[config.mk]
export PLATFORM = sky130hd
export DESIGN_NAME = l2_mem_arbiter_rr
export DESIGN_NICKNAME = d
export VERILOG_FILES = /design/src/rtl/l2_mem_arbiter_rr.sv
export SDC_FILE = /design/constraint.sdc
export NUM_CORES = 1
export LEC_CHECK = 0
export BUFFER_PORTS_ARGS = -buffer_cell sky130_fd_sc_hd__buf_2
export CORE_AREA = 2 2 270 272
export DETAILED_ROUTE_END_ITERATION = 10
export DIE_AREA = 0 0 272 274
export GPL_ROUTABILITY_DRIVEN = 0
export HOLD_SLACK_MARGIN = 0.12
export PLACE_DENSITY_LB_ADDON = 0.05
export SETUP_SLACK_MARGIN = 0.4
export SYNTH_ARGS = -nofsm -noshare
export SYNTH_HDL_FRONTEND = slang
export SYNTH_SLANG_ARGS = --single-unit
[constraint.sdc]
create_clock -name clk -period 11.8 [get_ports clk]
set_input_delay 1.77 -clock clk [delete_from_list [all_inputs] [get_ports clk]]
set_output_delay 1.77 -clock clk [all_outputs]
set_load 0.005 [all_outputs]
[src/rtl/l2_mem_arbiter_rr.sv]
`default_nettype none
// ============================================================================
// Module   : l2_mem_arbiter_rr
// Function : N-channel round-robin line-request arbiter in front of one L2 port.
//            Define ARB_FIXED_PRIORITY_EN to use fixed priority (lowest index wins).
// Revision : 1.0
// ============================================================================
module l2_mem_arbiter_rr #(
  parameter int NUM_CH     = 2,
  parameter int LINE_WIDTH = 128,
  parameter int ADDR_WIDTH = 16
) (
  input  logic                         clk,
  input  logic                         rst,
  input  logic [NUM_CH-1:0]            req_read,
  input  logic [NUM_CH-1:0]            req_write,
  input  logic [NUM_CH*ADDR_WIDTH-1:0] req_address,
  input  logic [NUM_CH*LINE_WIDTH-1:0] req_wdata,
  output logic [NUM_CH-1:0]            req_resp,
  output logic [LINE_WIDTH-1:0]        req_rdata,
  output logic                         l2_mem_read,
  output logic                         l2_mem_write,
  output logic [ADDR_WIDTH-1:0]        l2_mem_address,
  output logic [LINE_WIDTH-1:0]        l2_mem_wdata,
  input  logic                         l2_mem_resp,
  input  logic [LINE_WIDTH-1:0]        l2_mem_rdata_in
);

  localparam int c_GRANT_W = (NUM_CH > 1) ? $clog2(NUM_CH) : 1;

  typedef enum logic [1:0] {
    S_IDLE = 2'd0,
    S_BUSY = 2'd1,
    S_RESP = 2'd2
  } state_t;

  state_t                  r_state;
  state_t                  w_state_nxt;
  logic [c_GRANT_W-1:0]    r_grant;
  logic [c_GRANT_W-1:0]    r_last_grant;
  logic                    r_op_write;
  logic [ADDR_WIDTH-1:0]   r_address;
  logic [LINE_WIDTH-1:0]   r_wdata;
  logic [LINE_WIDTH-1:0]   r_rdata;

  logic [NUM_CH-1:0]       w_active;
  logic                    w_any;
  logic [c_GRANT_W-1:0]    w_sel;
  logic [ADDR_WIDTH-1:0]   w_sel_addr;
  logic [LINE_WIDTH-1:0]   w_sel_wdata;
  logic                    w_sel_write;

  assign w_active = req_read | req_write;

`ifdef ARB_FIXED_PRIORITY_EN
  always_comb begin
    w_any = |w_active;
    w_sel = '0;
    for (int c = NUM_CH - 1; c >= 0; c--) begin
      if (w_active[c]) w_sel = c_GRANT_W'(c);
    end
  end
`else
  logic [NUM_CH-1:0] w_upper;

  // Channels above last_grant take precedence; otherwise wrap to the lowest active.
  always_comb begin
    w_any   = |w_active;
    w_sel   = '0;
    w_upper = '0;
    for (int c = 0; c < NUM_CH; c++) begin
      w_upper[c] = w_active[c] && (c_GRANT_W'(c) > r_last_grant);
    end
    for (int c = NUM_CH - 1; c >= 0; c--) begin
      if (w_upper != '0) begin
        if (w_upper[c]) w_sel = c_GRANT_W'(c);
      end else if (w_active[c]) begin
        w_sel = c_GRANT_W'(c);
      end
    end
  end
`endif

  always_comb begin
    w_sel_addr  = '0;
    w_sel_wdata = '0;
    w_sel_write = 1'b0;
    for (int c = 0; c < NUM_CH; c++) begin
      if (w_sel == c_GRANT_W'(c)) begin
        w_sel_addr  = req_address[c*ADDR_WIDTH +: ADDR_WIDTH];
        w_sel_wdata = req_wdata[c*LINE_WIDTH +: LINE_WIDTH];
        w_sel_write = req_write[c];
      end
    end
  end

  always_ff @(posedge clk or posedge rst) begin
    if (rst) r_state <= S_IDLE;
    else     r_state <= w_state_nxt;
  end

  // Strobes decode straight from state so an async reset drops them immediately.
  always_comb begin
    w_state_nxt  = r_state;
    l2_mem_read  = 1'b0;
    l2_mem_write = 1'b0;
    req_resp     = '0;
    case (r_state)
      S_IDLE: begin
        if (w_any) w_state_nxt = S_BUSY;
      end
      S_BUSY: begin
        l2_mem_read  = ~r_op_write;
        l2_mem_write = r_op_write;
        if (l2_mem_resp) w_state_nxt = S_RESP;
      end
      S_RESP: begin
        for (int c = 0; c < NUM_CH; c++) begin
          req_resp[c] = (r_grant == c_GRANT_W'(c));
        end
        w_state_nxt = S_IDLE;
      end
      default: w_state_nxt = S_IDLE;
    endcase
  end

  always_ff @(posedge clk or posedge rst) begin
    if (rst) begin
      r_grant      <= '0;
      r_last_grant <= c_GRANT_W'(NUM_CH - 1);
      r_op_write   <= 1'b0;
      r_address    <= '0;
      r_wdata      <= '0;
      r_rdata      <= '0;
    end else begin
      if (r_state == S_IDLE && w_any) begin
        r_grant      <= w_sel;
        r_last_grant <= w_sel;
        r_op_write   <= w_sel_write;
        r_address    <= w_sel_addr;
        r_wdata      <= w_sel_wdata;
      end
      if (r_state == S_BUSY && l2_mem_resp && !r_op_write) begin
        r_rdata <= l2_mem_rdata_in;
      end
    end
  end

  assign l2_mem_address = r_address;
  assign l2_mem_wdata   = r_wdata;
  assign req_rdata      = r_rdata;

endmodule
`default_nettype wire

==> out/metrics.csv <==
metric,value,unit
async_flop_share,100,%
cts_tree,built,
drcViolationCount,0,
initial_utilization,18.7,%
crit_type,in2reg,
h-tree-depth,2,
path_depth,6,
whs_path_depth,1,
fin_setup_tns,0,ns
finalCritPeriodShare,37.8,%
synth-seq-cells,277,
drive_gt1_share,47.0,%
end_kind,flop,
peakVddDrop,0.000117,V
synth_top_flop_cell,dfrtp_1,
dr.pass1.iters,5,
rsz0062_at_grt,false,
cts_setup_buffers,0,
die_w,272,µm
grt_pass1_wl,94600,µm
tightest_slew,1.29,ns
nets,2335,
core,72000,µm²
synth_nets,1732,
antenna_found_initial,32,
reg2reg_depth,5,
clock_latency,0.57,ns
synth.top_cells.by_count,"o21ai_0, a21oi_1, dfrtp_1",
drt_iter0_markers,646,
clock_skew,0.0234,ns
grt_max_degree,110,
post-route-min-period,4.45,ns
routedWlPerCell,22.7,µm
use_met2,27.8,%
finalWirelength,65900,µm
num_vias,13300,
finalInstanceArea,19000,µm²
syn_area,13500,µm²
first_global_vias,13500,
syn_inst,1309,
grt-busiest-layer,met2,
power_leakage,9.38,nW
yosys_warnings,0,
placed_area,17700,µm²
met3_usage,6.26,%
die_y,274,µm
synth_edf_count,0,
cp_data_arrival_time,4.89,ns
postCtsHoldBufs,0,
cts_made_buffers,39,
maxCapViolations,0,
num_rows,99,
post_cts_resized,0,
required,12.23,ns
ys_seq_area_share,51.4,%
placement.io_buffers,698,
avgSynthCellArea,10.3,µm²
crit_path_frequent_cell,buf_4,
max_freq,224,MHz
yosysTopAreaCellShare,51.2,%
grtUsageMet1,20.2,%
cp-start-kind,primary input,
num_io_pins,699,
cts.sinks,277,
postRouteAntennaNets,0,
hp-class,reg2reg,
path_max_fanout,90,
cts_root_buf,clkbuf_16,
fillerInstances,7923,
yosysTopAreaCell,dfrtp_1,
synth_most_common_cell,o21ai_0,
hold_viol,0,
critPathBufInv,3,
powerDensity,260,nW/µm²
hpwl,45700,µm
crit_family,buffers and inverters,
cts.clk_slew.worst_paths,0.06,ns
setup_viol,0,
overflow,0,
drv_slew,0,
vias_per_cell,4.58,
die_area,74500,µm²
critPathSlowestCell,buf_4,
area_growth,40.9,%
synth.area.top_cells,"dfrtp_1, o21ai_0, a21oi_1, o211a_1, mux2_2",
cp_slowest_stage_delay,0.87,ns
path_cells,buf_4 -> or4_4 -> buf_4 -> buf_4 -> o211a_1 -> a21oi_1,
synth_cell_types,22,
clockBufferDepth,3,
relSlewSlack,13.9,%
grt_usage,16.8,%
status,finished clean,
sequential cells by signal, summed over array words and instances (netlist names):
register / cells
l2_mem_address: 16
l2_mem_wdata: 128
r_grant: 1
r_last_grant: 1
r_op_write: 1
r_state: 2
req_rdata: 128
stage by stage:
stage / instances / hold slack, ns / setup slack, ns / total power [W] / util [%]
after floorplan: 1309 / 0.485 / 2.39 / 0.00283 / -
after global placement: 2830 / 0.483 / 6.87 / 0.00383 / 24.6
after detailed placement: 2830 / 0.490 / 6.82 / 0.00383 / 24.6
after CTS: 2895 / 0.503 / 7.44 / 0.00504 / 26.3
after global routing: 2904 / 0.512 / 7.16 / 0.00531 / 26.4
final: 2908 / 0.498 / 7.35 / 0.00495 / 26.4
per-layer routing:
| layer | share of wire, % | wire, µm | up-vias |
|---|---|---|---|
| li1 | - | - | 6075 |
| met1 | 40 | 26600 | 6613 |
| met2 | 48 | 31800 | 483 |
| met3 | 8.4 | 5530 | 111 |
| met4 | 2.8 | 1830 | 36 |
| met5 | 0.33 | 220 | - |
cells by family after synthesis:
group / Yosys count / share of synthesized area [%]
AOI/OAI and AO/OA: 729 / 32.5
DFF: 277 / 51.4
buffers and inverters: 158 / 4.71
muxes: 128 / 10.7
and+or+nand+nor: 17 / 0.715
layout by cell type, fill, tap and decap left out, types with 2 or more instances in the layout:
cell	Yosys	routed
clkbuf_16	0	39
clkbuf_8	0	7
o21ai_0	294	294
nor2_1	5	3
mux2_2	128	128
nor2_4	0	2
buf_2	27	696
nand2b_1	2	2
buf_4	0	22
and3b_1	2	2
diode_2	0	13
a21oi_1	289	289
o211a_1	144	144
clkbuf_1	125	11
clkinv_2	0	4
dfrtp_1	276	276
nand2_1	2	2
or2_2	2	2
final cells by class:
type	count	area, µm²	area share (%)
antenna	13	32.5	0.171
clock buffer	57	1110	5.86
clock inverter	8	105	0.554
inverter	2	15.0	0.0791
multi-input combinational	874	5940	31.3
sequential	277	6930	36.5
tap	959	1200	6.32
timing repair buffer	718	3650	19.2
final timing paths:
kind	endpoint	startpoint	slack, ns
min	req_rdata[32]	req_rdata[32]	0.50
max in group asynchronous	r_state[0]	rst	8.21
min reg2reg	req_rdata[32]	req_rdata[32]	0.50
min in group asynchronous	req_rdata[3]	rst	1.34
max	l2_mem_wdata[98]	req_read[1]	7.35
max reg2reg	l2_mem_wdata[98]	r_last_grant	8.68
power breakdown:
group | total [W] | switching [W] | internal, W
Clock | 0.00116 | 0.000482 | 0.000676
Combinational | 0.00209 | 0.00113 | 0.000963
Sequential | 0.00170 | 0.000251 | 0.00145
Total | 0.00495 | 0.00186 | 0.00309
Note: power is estimated with default switching activity, not from simulation.
